$ cat config.mk
export PLATFORM = sky130hd
export DESIGN_NAME = leaf_request_queue
export DESIGN_NICKNAME = d
export VERILOG_FILES = /design/src/rtl/leaf_request_queue.sv
export SDC_FILE = /design/constraint.sdc
export NUM_CORES = 1
export LEC_CHECK = 0
export ABC_AREA = 1
export BUFFER_PORTS_ARGS = -buffer_cell sky130_fd_sc_hd__buf_2
export CORE_ASPECT_RATIO = 0.6
export CORE_MARGIN = 2
export CORE_UTILIZATION = 54
export DETAILED_ROUTE_END_ITERATION = 8
export HOLD_SLACK_MARGIN = 0.06
export PLACE_DENSITY = 0.73
export SETUP_SLACK_MARGIN = 0.4
export SLEW_MARGIN = 20
export SYNTH_ARGS = -nofsm -noshare
export SYNTH_HDL_FRONTEND = slang
export SYNTH_SLANG_ARGS = --single-unit
$ cat constraint.sdc
create_clock -name clk -period 6.6 [get_ports clk]
set_input_delay 0.66 -clock clk [delete_from_list [all_inputs] [get_ports clk]]
set_output_delay 0.66 -clock clk [all_outputs]
set_load 0.05 [all_outputs]
$ cat src/rtl/leaf_request_queue.sv
// Dual-port leaf result buffer serialised into one in-order request stream.
// Define LEAF_REQ_TAG_EN to build the per-port sequence tag counters.
module leaf_request_queue #(
  parameter int ADDRESS_WIDTH = 8,
  parameter int DEPTH         = 8,
  parameter int TAG_WIDTH     = 4
) (
  input  logic                     clk,
  input  logic                     rst_n,
  input  logic                     leaf_en,
  input  logic [ADDRESS_WIDTH-1:0] leaf_index,
  input  logic                     leaf_two_en,
  input  logic [ADDRESS_WIDTH-1:0] leaf_index_two,
  output logic                     req_valid,
  output logic [ADDRESS_WIDTH-1:0] req_index,
  output logic                     req_port,
  output logic [TAG_WIDTH-1:0]     req_tag,
  input  logic                     req_ready,
  output logic                     in_ready,
  output logic [$clog2(DEPTH):0]   count,
  output logic                     overflow
);

  localparam int PW = $clog2(DEPTH);
  localparam int CW = PW + 1;

  logic [PW-1:0]            wr_ptr;
  logic [PW-1:0]            rd_ptr;
  logic [PW-1:0]            two_ptr;
  logic [ADDRESS_WIDTH-1:0] idx_mem [DEPTH];
  logic [DEPTH-1:0]         port_mem;
  logic [CW-1:0]            free;
  logic                     acc_one;
  logic                     acc_two;
  logic                     drop;
  logic                     pop;
  logic [1:0]               n_push;

  // free is taken before the pop so a pop never makes room this cycle
  assign free      = CW'(DEPTH) - count;
  assign in_ready  = (free >= CW'(2));
  assign req_valid = (count != '0);
  assign pop       = req_valid && req_ready;

  assign acc_one = leaf_en && (free != '0);
  assign acc_two = leaf_two_en &&
                   (leaf_en ? (free >= CW'(2)) : (free != '0));
  assign drop    = (leaf_en && !acc_one) ||
                   (leaf_two_en && !acc_two);
  assign n_push  = {1'b0, acc_one} + {1'b0, acc_two};
  assign two_ptr = acc_one ? wr_ptr + PW'(1) : wr_ptr;

  assign req_index = idx_mem[rd_ptr];
  assign req_port  = port_mem[rd_ptr];

  always_ff @(posedge clk) begin
    if (!rst_n) begin
      wr_ptr   <= '0;
      rd_ptr   <= '0;
      count    <= '0;
      overflow <= 1'b0;
    end else begin
      wr_ptr <= wr_ptr + PW'(n_push);
      rd_ptr <= rd_ptr + PW'(pop);
      count  <= count + CW'(n_push) - CW'(pop);
      if (drop)
        overflow <= 1'b1;
    end
  end

  always_ff @(posedge clk) begin
    if (rst_n) begin
      if (acc_one) begin
        idx_mem[wr_ptr]  <= leaf_index;
        port_mem[wr_ptr] <= 1'b0;
      end
      if (acc_two) begin
        idx_mem[two_ptr]  <= leaf_index_two;
        port_mem[two_ptr] <= 1'b1;
      end
    end
  end

`ifdef LEAF_REQ_TAG_EN
  logic [TAG_WIDTH-1:0] tag_one_q;
  logic [TAG_WIDTH-1:0] tag_two_q;
  logic [TAG_WIDTH-1:0] tag_mem [DEPTH];

  assign req_tag = tag_mem[rd_ptr];

  always_ff @(posedge clk) begin
    if (!rst_n) begin
      tag_one_q <= '0;
      tag_two_q <= '0;
    end else begin
      if (acc_one)
        tag_one_q <= tag_one_q + TAG_WIDTH'(1);
      if (acc_two)
        tag_two_q <= tag_two_q + TAG_WIDTH'(1);
    end
  end

  always_ff @(posedge clk) begin
    if (rst_n) begin
      if (acc_one)
        tag_mem[wr_ptr] <= tag_one_q;
      if (acc_two)
        tag_mem[two_ptr] <= tag_two_q;
    end
  end
`else
  assign req_tag = '0;
`endif

endmodule
Word level (Yosys, flattened, before mapping). Memory sizes are Yosys's and may differ from the RTL's. A register that Yosys moved wholly into a read port is not among the register bits. Cells that the tools add are included.

Logic and storage cells: 52. Bits in registers: 19. Memory bits (writable): 64. Memories kept: 1.

$lt $le $gt $ge: 6. Muxes and demuxes: 18. Add/subtract/negate cells: 7. Reductions and logical operators: 12. Bitwise gates (word level): 3.

Memory list: idx_mem (words 8, width 8, rd ports 1, clocked after Yosys merged registers in 1, wr ports 2, RTL line 30) `logic [ADDRESS_WIDTH-1:0] idx_mem [DEPTH];`.

Operator list (count): $mux W8 (3); $lt A3 B4 Y1 const B (3); $mux W1 (10); $and A8 B8 Y8 (1); $not A8 Y8 (1); $or A8 B8 Y8 (1); $reduce_bool A4 Y1 (2); $logic_and A1 B1 Y1 (7); $demux W1 S3 (2); $ge A3 B1 Y1 const B (2); $mux W3 (2); $add A4 B2 Y4 (1); $ge A4 B2 Y1 const B (1); $sub A4 B1 Y4 (1); $sub A4 B4 Y4 const A (1); $add A3 B1 Y3 (1); $add A3 B1 Y3 const B (1); $add A3 B2 Y3 (1); $bmux W1 S3 (1); $add A1 B1 Y2 (1); $logic_not A1 Y1 (2); $logic_or A1 B1 Y1 (1).

Depth between registers and ports, before layout. Gate-level depths: netlist of the first run.

Depth after elaboration: 10. Gate-level depth with buffers: 18. Gate-level depth less buffers: 18.

Least setup slack after synthesis of the first run. Ideal clock, no wire load.

Kind: register to register. Start: register count[0]. End: register count[2]. Stages on the path, launching flop included: 17. Period minus slack after synthesis: 3.332 ns. Setup slack: 3.268 ns. Arrival: 3.211 ns. Library setup time: 0.121 ns. Data required time: 6.479 ns. Path through: dfxtp_1 inv_1 ha_1 or2_2 a21oi_1 nand3_1 nand3_2 inv_1 ha_1 inv_1 ha_1 inv_1 ha_1 inv_1 fa_1 xor2_1 nor2_1.

Word-level cells in the longest chain between the ends: 7.

Ends and longest elaborated chain: start: declaration (RTL line 20) `output logic [$clog2(DEPTH):0] count,`; start signal: assignment (RTL line 65) `count <= count + CW'(n_push) - CW'(pop);`; $sub A4 B4 Y4 (RTL line 40) `assign free = CW'(DEPTH) - count;`; $ge A4 B2 Y1 / $reduce_bool A4 Y1 (equally long branches) (RTL line 47, 45); $mux W1 (RTL line 47) `(leaf_en ? (free >= CW'(2)) : (free != '0));`; $logic_and A1 B1 Y1 (RTL line 46) `assign acc_two = leaf_two_en &&`; $add A1 B1 Y2 (RTL line 50) `assign n_push = {1'b0, acc_one} + {1'b0, acc_two};`; $add A4 B2 Y4 (RTL line 65); $sub A4 B1 Y4 * (RTL line 65).

Mark *: on every way between the ends. The rest lies on a longest branch, timed or not. A chain may end at the register's enable or synchronous reset.

==> impl_metrics.ini, run 1 <==
[timing]
skew_ps = 5.28
tns_ps = 0
clock.fmax_mhz = 291
whs_ps = 530
finalSetupViolCount = 0
tightest_slew_ps = 1090
fin_crit_ps = 3440
finalCritPeriodShare = 0.521
rsz0062_at_grt = false
finalHoldViolations = 0
slew_viol_final = 0
relSlewSlack = 0.277
worst_slack_ps = 3160

[yosys]
seq_area_frac_synth = 0.460
synthFlopType = edfxtp_1
yosysWarnings = 0
syn_area_sq_mm = 0.00518
synth-seq-cells = 83
synth-edff-count = 72
ys_types = 35
synthCells = 603
syn_avg_cell_area_sq_um = 8.59
postSynth.asyncResetShare = 0

[grt]
grt_pass1_wl_um = 21800
grt.total_usage = 0.280
grt_max_degree = 39
gr-total-overflow = 0
grt_pass1_vias = 4305
antenna_found_initial = 0

[worst_setup_path]
path_max_fanout = 38
timing.rr.start = count[0]
crit_required_ps = 5940
crit_type = register to output port
endpoint_kind = output port
cp-start-kind = register
cp-startpoint = rd_ptr[0]
cp.arrival_ps = 2780

[route]
drtIter0Drc = 544
finalWirelength_um = 13600
wl_met1_um = 6030
routed_via_density = 5.93
drc = 0
met2_length_um = 5950
ant_nets = 0
drtPass1Iterations = 5
wl_per_cell_um = 18.2
routed.top_layer = met4
wl_met3_um = 1290
vias = 4438

[clock_network]
cts_hold_repair.buffers = 0
cts_setup_buffers = 0
clock-sinks = 83
cts_root_buffer = clkbuf_16
cts_max_level = 3
insertion_delay_ps = 350
cts_tree = yes
clockBufferDepth = 2
cts_buffers = 9
cts-resized-gates = 0
clk_pin_slew_ps = 60

[floorplanning]
fp.dieH_um = 79.9
start_util = 0.560
pin_count = 41
die_area_sq_mm = 0.0104
std_cell_rows = 27
core-area_sq_mm = 0.00926
die_w_um = 130

[final_layout]
area_growth_pct = 8.33
final_cell_mix = nand2_1 (126), nor2_1 (74), edfxtp_1 (72)
num-fill-cells = 819
diodes = 0
fin_area_sq_mm = 0.00561
fin_nets = 649
mostFrequentLayoutCell = nand2_1
fin_util = 0.606
drive_above_1_share = 0.131

[place]
io_buffers = 36
pre_cts_ws_ps = 3160
place_area_sq_mm = 0.00530
dp_hpwl_um = 9460
place.gp.congestion = 0.895

[power]
peakVddDrop_mv = 0.426
power_density_mw_per_mm2 = 459
leakagePower_nw = 2.25

[min_path]
hp-class = register to register
hp-start = overflow

[run]
maxCapViolCount = 0

[outcome]
outcome = finished, final reports clean
[path summary, 6_finish.rpt]
| path | endpoint | slack [ps] | cells after the start |
|---|---|---|---|
| min reg2reg | overflow | 530 | 2 |
| max reg2reg | idx_mem[7][6] | 3200 | 10 |
| max | req_index[3] | 3160 | 7 |
| min | overflow | 530 | 2 |
[kinds of logic (layout without fill, tap and decap cells)]
kind of cell	Yosys count	count (layout)	share of synthesized area
AOI/OAI and AO/OA	111	111	0.129
DFF	83	83	0.460
xor gates and xnor gates	4	4	0.00676
and+or+nand+nor	308	308	0.287
buffers and inverters	81	93	0.0780
other	1	4	0.000724
adders and majority gates	15	15	0.0391
[critical path, cell delays in order, from the launching register on]
cell     delay (ps)
dfxtp_1         290
buf_4           250
inv_1           800
o21ai_0         250
o22ai_1         290
nor2_1           70
a31oi_1         160
buf_2           290
[where the power goes]
part | total [W] | internal (W) | switching, W
Sequential | 0.000729 | 0.000681 | 0.0000481
Clock | 0.000537 | 0.000328 | 0.000208
Combinational | 0.00131 | 0.000321 | 0.000991
[Yosys cell counts, types with 11 or more instances]
master,count,area (sq um)
o22ai_1,13,81.3
o21bai_1,32,240
dfxtp_1,11,220
o21ai_0,52,260
nand2_1,126,473
clkbuf_1,18,67.6
nand3_1,49,245
ha_1,13,163
inv_1,34,128
edfxtp_1,72,2160
nor2_1,74,278
nand4_1,32,200
[sequential cells by signal, summed over array words and instances, names as in the netlist]
signal	count
idx_mem	64
wr_ptr	3
overflow	1
rd_ptr	3
port_mem	8
count	4
[area by class of cell]
type | instances | area, sq um | area share
Tap cell | 130 | 163 | 0.0290
Inverter | 36 | 135 | 0.0241
Timing Repair Buffer | 41 | 218 | 0.0388
Multi-Input combinational cell | 442 | 2410 | 0.429
Sequential cell | 83 | 2380 | 0.424
Clock buffer | 10 | 229 | 0.0408
Clock inverter | 6 | 80.1 | 0.0143
[per-layer routing]
metal / vias up / global-route usage
li1: 2105 / -
met1: 2053 / 0.397
met2: 244 / 0.427
met3: 36 / 0.0529
met4: 0 / 0.105
met5: - / 0
[metrics by stage]
| stage | std cells | power (W) |
|---|---|---|
| after global placement | 732 | 0.00198 |
| after detailed placement | 732 | 0.00202 |
| final | 748 | 0.00258 |
| after global routing | 748 | 0.00272 |
| after CTS | 748 | 0.00256 |
| after floorplan | 606 | 0.00174 |
Note: power is estimated with default switching activity, not from simulation.
==> run 2, diff against run 1 <==
Clock period 6.6 ns to 3.4 ns, I/O delays scaled along.
==> run 2 against run 1 <==
Clock skew down 1.2 ps. Flip-flop and latch count unchanged. Cell count up 2.5%. Largest power group unchanged. Sequential power up 96%. Via count up 2.6%. Register-to-register slack worse by 2700 ps. Largest cell class unchanged. Count of clock-buffer cells in the layout unchanged. Total power up 100%. Combinational power up 100%. Clock power up 96%. Final area up 3.4%. Worst setup slack worse by 2700 ps.
==> impl_metrics.ini, run 2 (synthesized netlist as in run 1, its figures left out) <==
[clock_network]
cts_tree = yes
cts_root_buffer = clkbuf_16
clk_pin_slew_ps = 60
insertion_delay_ps = 340
clockBufferDepth = 2
cts_max_level = 3
cts_buffers = 9
clock-sinks = 83

[worst_setup_path]
endpoint_kind = register
path_common_cell = inv_1
max_stage_delay_ps = 510
crit_required_ps = 3630
crit_path_cell_trace = inv_1 -> ha_1 -> or2_2 -> a21oi_2 -> nand3_2 -> nand3_4 -> inv_2 -> ha_4 -> inv_1 -> ha_1 -> inv_1 -> ha_2 -> inv_2 -> fa_2 -> nor2_1
r2r_slack_ps = 490
cp.arrival_ps = 3140
cp-start-kind = register
path_max_fanout = 3
cpMaxStageDelayCell = fa_2
crit_type = register to register

[timing]
finalCritPeriodShare = 0.857
fin_crit_ps = 2910
finalSetupViolCount = 0
tns_ps = 0
finalHoldViolations = 0
worst_slack_ps = 486
tightest_slew_ps = 690
skew_ps = 4.05
slew_viol_final = 0
relSlewSlack = 0.537
clock.fmax_mhz = 343
rsz0062_at_grt = false

[power]
power_frac_comb = 0.519
swShare = 0.481
peakVddDrop_mv = 0.576
p_sw_w = 0.00249
intPower_w = 0.00268
leakagePower_nw = 2.35
power_density_mw_per_mm2 = 891
p_clk_frac = 0.204
sequentialPowerShare = 0.277

[floorplanning]
core-area_sq_mm = 0.00926
std_cell_rows = 27
start_util = 0.560
fp.dieH_um = 79.9
die_area_sq_mm = 0.0104
die_w_um = 130
pin_count = 41

[route]
ant_nets = 0
drtIter0Drc = 633
finalWirelength_um = 14400
drc = 0
routed_via_density = 5.94
vias = 4555
drtPass1Iterations = 6
wl_per_cell_um = 18.7

[final_layout]
area_growth_pct = 12.1
top_register = idx_mem
top_regs = idx_mem: 64 flops, port_mem: 8 flops, count: 4 flops
drive_above_1_share = 0.174
fin_util = 0.627
largest_reg_flops = 64
num-fill-cells = 798
fin_nets = 668
final_cell_mix = nand2_1 (126), nor2_1 (74), edfxtp_1 (72)
mostFrequentLayoutCell = nand2_1
fin_area_sq_mm = 0.00581
diodes = 0
fin_cells = 767

[place]
dp_hpwl_um = 9810
io_buffers = 36
dp_cells = 748
place_area_sq_mm = 0.00544
place.gp.congestion = 0.880
pre_cts_ws_ps = 324

[grt]
grt_pass1_vias = 4286
gr-total-overflow = 0
antenna_found_initial = 0
grt_max_degree = 41
grt.total_usage = 0.291
grt_pass1_wl_um = 22500

[run]
maxCapViolCount = 0

[outcome]
outcome = finished, final reports clean

[min_path]
hp-class = input port to register
## run 2: cell count changes in the layout (fill, tap and decap cells not counted), moves of 3 or more
cell | previous run | this run
buf_4 | 5 | 24
inv_1 | 34 | 31
inv_2 | 1 | 4
o21ai_0 | 48 | 52
o21ai_1 | 5 | 1
## run 2: worst max-delay path: cells and delay by family, from the launching register on
kind | cells | cell delay [ps]
fa+ha+maj | 5 | 1490
simple gates | 4 | 540
flops | 1 | 350
buf+inv | 5 | 250
compound gates | 1 | 160
## run 2: per-stage QoR
step                hold slack (ps)  total power, W
finish                          322         0.00517
global route                    333         0.00545
CTS                             318         0.00509
detailed placement              498         0.00403
global placement                459         0.00396
floorplan                       452         0.00340
## run 2: worst paths after layout
check / from / to / depth (start not counted)
setup / recovery: count[0] / count[1] / 15
hold / removal: leaf_index[2] / idx_mem[5][2] / 3
setup reg to reg: count[0] / count[1] / 15
hold reg to reg: overflow / overflow / 2
## run 2: cell type report
type                       count  area (sq um)  area share
clock buffer                  10           229      0.0394
timing repair buffer          60           360      0.0621
inverter                      36           135      0.0233
tap                          130           163      0.0280
sequential                    83          2390       0.412
multi-input combinational    442          2440       0.420
clock inverter                 6          88.8      0.0153
## run 2: layer usage
layer  wire length, um  vias to the layer above  global-route usage
met5                 0                        -                   0
met4               227                        0               0.102
met3              1310                       28              0.0563
met2              6560                      253               0.461
met1              6280                     2129               0.401
li1                  -                     2145                   -
## run 2: power by group through the flow
stage               clock network, W  registers, W  logic (W)
finish                       0.00105       0.00143    0.00268
global route                 0.00109       0.00145    0.00291
CTS                          0.00106       0.00143    0.00260
detailed placement                 0       0.00145    0.00258
global placement                   0       0.00144    0.00251
floorplan                          0       0.00150    0.00190
## run 2: repair_timing
action,4_1_cts,5_1_grt
pin swaps,1,0
hold buffers,0,0
gates cloned,0,0
setup buffers,1,2
gates resized for setup,1,6
endpoints found under the setup margin,3,3
==> run 3, diff against run 2 <==
Settings changed: CTS_BUF_LIST from default to sky130_fd_sc_hd__clkbuf_2.
==> run 3 against run 2 <==
Register-to-register slack gained 30 ps. Final area shrank 2.7%. Count of clock-buffer cells in the layout is the same. Largest cell class unchanged.
==> impl_metrics.ini, run 3 (synthesized netlist as in run 1, its figures left out) <==
[route]
ant_nets = 0
drtIter0Drc = 620
drc = 0
routed_via_density = 5.95
drtPass1Iterations = 5
finalWirelength_um = 14300
wl_per_cell_um = 18.5
vias = 4575

[final_layout]
fin_area_sq_mm = 0.00565
diodes = 0
drive_above_1_share = 0.177
fin_nets = 670
largest_reg_flops = 64
final_cell_mix = nand2_1 (126), nor2_1 (74), edfxtp_1 (72)
area_growth_pct = 9.06
top_regs = idx_mem: 64 flops, port_mem: 8 flops, count: 4 flops
top_register = idx_mem
mostFrequentLayoutCell = nand2_1

[worst_setup_path]
crit_required_ps = 3900
cp-start-kind = register
cpMaxStageDelayCell = fa_2
cp.arrival_ps = 3390
endpoint_kind = register
crit_path_cell_trace = inv_2 -> ha_1 -> or2_2 -> a21oi_2 -> nand3_2 -> nand3_4 -> inv_2 -> ha_4 -> inv_1 -> ha_1 -> inv_1 -> ha_2 -> inv_2 -> fa_2 -> nor2_1
max_stage_delay_ps = 510
path_common_cell = inv_2
path_max_fanout = 4
crit_type = register to register

[min_path]
hp-class = input port to register

[floorplanning]
start_util = 0.560
core-area_sq_mm = 0.00926
std_cell_rows = 27
fp.dieH_um = 79.9
die_w_um = 130
die_area_sq_mm = 0.0104
pin_count = 41

[timing]
relSlewSlack = 0.550
finalHoldViolations = 0
whs_ps = 88.9
tns_ps = 0
skew_ps = 22.6
rsz0062_at_grt = true
clock.fmax_mhz = 346
slew_viol_final = 0
fin_crit_ps = 2890
finalCritPeriodShare = 0.850
finalSetupViolCount = 0
tightest_slew_ps = 671

[clock_network]
cts_tree = yes
insertion_delay_ps = 580
clockBufferDepth = 2
cts_buffers = 9
clock-sinks = 83
cts_root_buffer = clkbuf_2
cts_max_level = 3
clk_pin_slew_ps = 240

[grt]
antenna_found_initial = 0
grt.total_usage = 0.287
grt_pass1_vias = 4215
grt_pass1_wl_um = 22100
grt_max_degree = 41
gr-total-overflow = 0

[place]
place.gp.congestion = 0.880
dp_hpwl_um = 9810
io_buffers = 36
place_area_sq_mm = 0.00544

[power]
peakVddDrop_mv = 0.568
leakagePower_nw = 2.29
power_density_mw_per_mm2 = 836

[run]
maxCapViolCount = 0

[outcome]
outcome = finished, final reports clean
==> run 3: cell types whose count changed in the layout (fill, tap and decap cells not counted), sizes merged <==
| cell | delta |
|---|---|
| inv | -1 |
| clkinvlp | +1 |
| dlygate4sd3 | +2 |
==> run 3: layout make-up <==
type                            instances  area [sq um]
Clock buffer                           10          50.0
Clock inverter                          6          88.8
Fill cell                             827          3610
Inverter                               36           139
Multi-Input combinational cell        442          2440
Sequential cell                        83          2390
Tap cell                              130           163
Timing Repair Buffer                   62           380
==> run 3: what timing repair did <==
item                                    4_1_cts  5_1_grt
resized for setup                             1        7
cloned                                        0        0
pin swaps                                     1        1
setup buffers                                 1        2
endpoints found under the hold margin         2        3
endpoints found under the setup margin        3        4
hold buffers                                  1        1
==> run 3: report_power, final <==
part | switching (W) | internal, W
clock network | 0.000361 | 0.000247
logic | 0.00197 | 0.000716
registers | 0.000110 | 0.00132
==> run 3: final timing paths <==
path	from	endpoint	slack, ps	cells past startpoint
max	count[1]	count[1]	510	15
min	leaf_index[3]	idx_mem[5][3]	90	3
max reg2reg	count[1]	count[1]	510	15
min reg2reg	overflow	overflow	540	2
==> run 3: critical path, delay by kind of cell (launching register included) <==
kind / cells / cell delay (ps)
AOI/OAI and AO/OA: 1 / 140
buffers and inverters: 5 / 240
DFF: 1 / 430
adders and majority gates: 5 / 1470
and+or+nand+nor: 4 / 530
==> run 3: routing by layer <==
| layer | vias up | share of wire | GRT usage |
|---|---|---|---|
| met1 | 2116 | 0.43 | 0.397 |
| li1 | 2150 | - | - |
| met3 | 17 | 0.12 | 0.0777 |
| met4 | 0 | 0.010 | 0.0755 |
| met2 | 292 | 0.45 | 0.447 |
| met5 | - | 0 | 0 |
==> run 3: per-stage QoR <==
stage / total power [W] / util / setup slack, ps / cells
2_1_floorplan: 0.00340 / - / 413 / 606
3_3_place_gp: 0.00396 / 0.587 / 406 / 748
3_5_place_dp: 0.00403 / 0.587 / 324 / 748
4_1_cts: 0.00463 / 0.605 / 412 / 766
5_1_grt: 0.00500 / 0.610 / 378 / 769
6_report: 0.00472 / 0.610 / 511 / 769
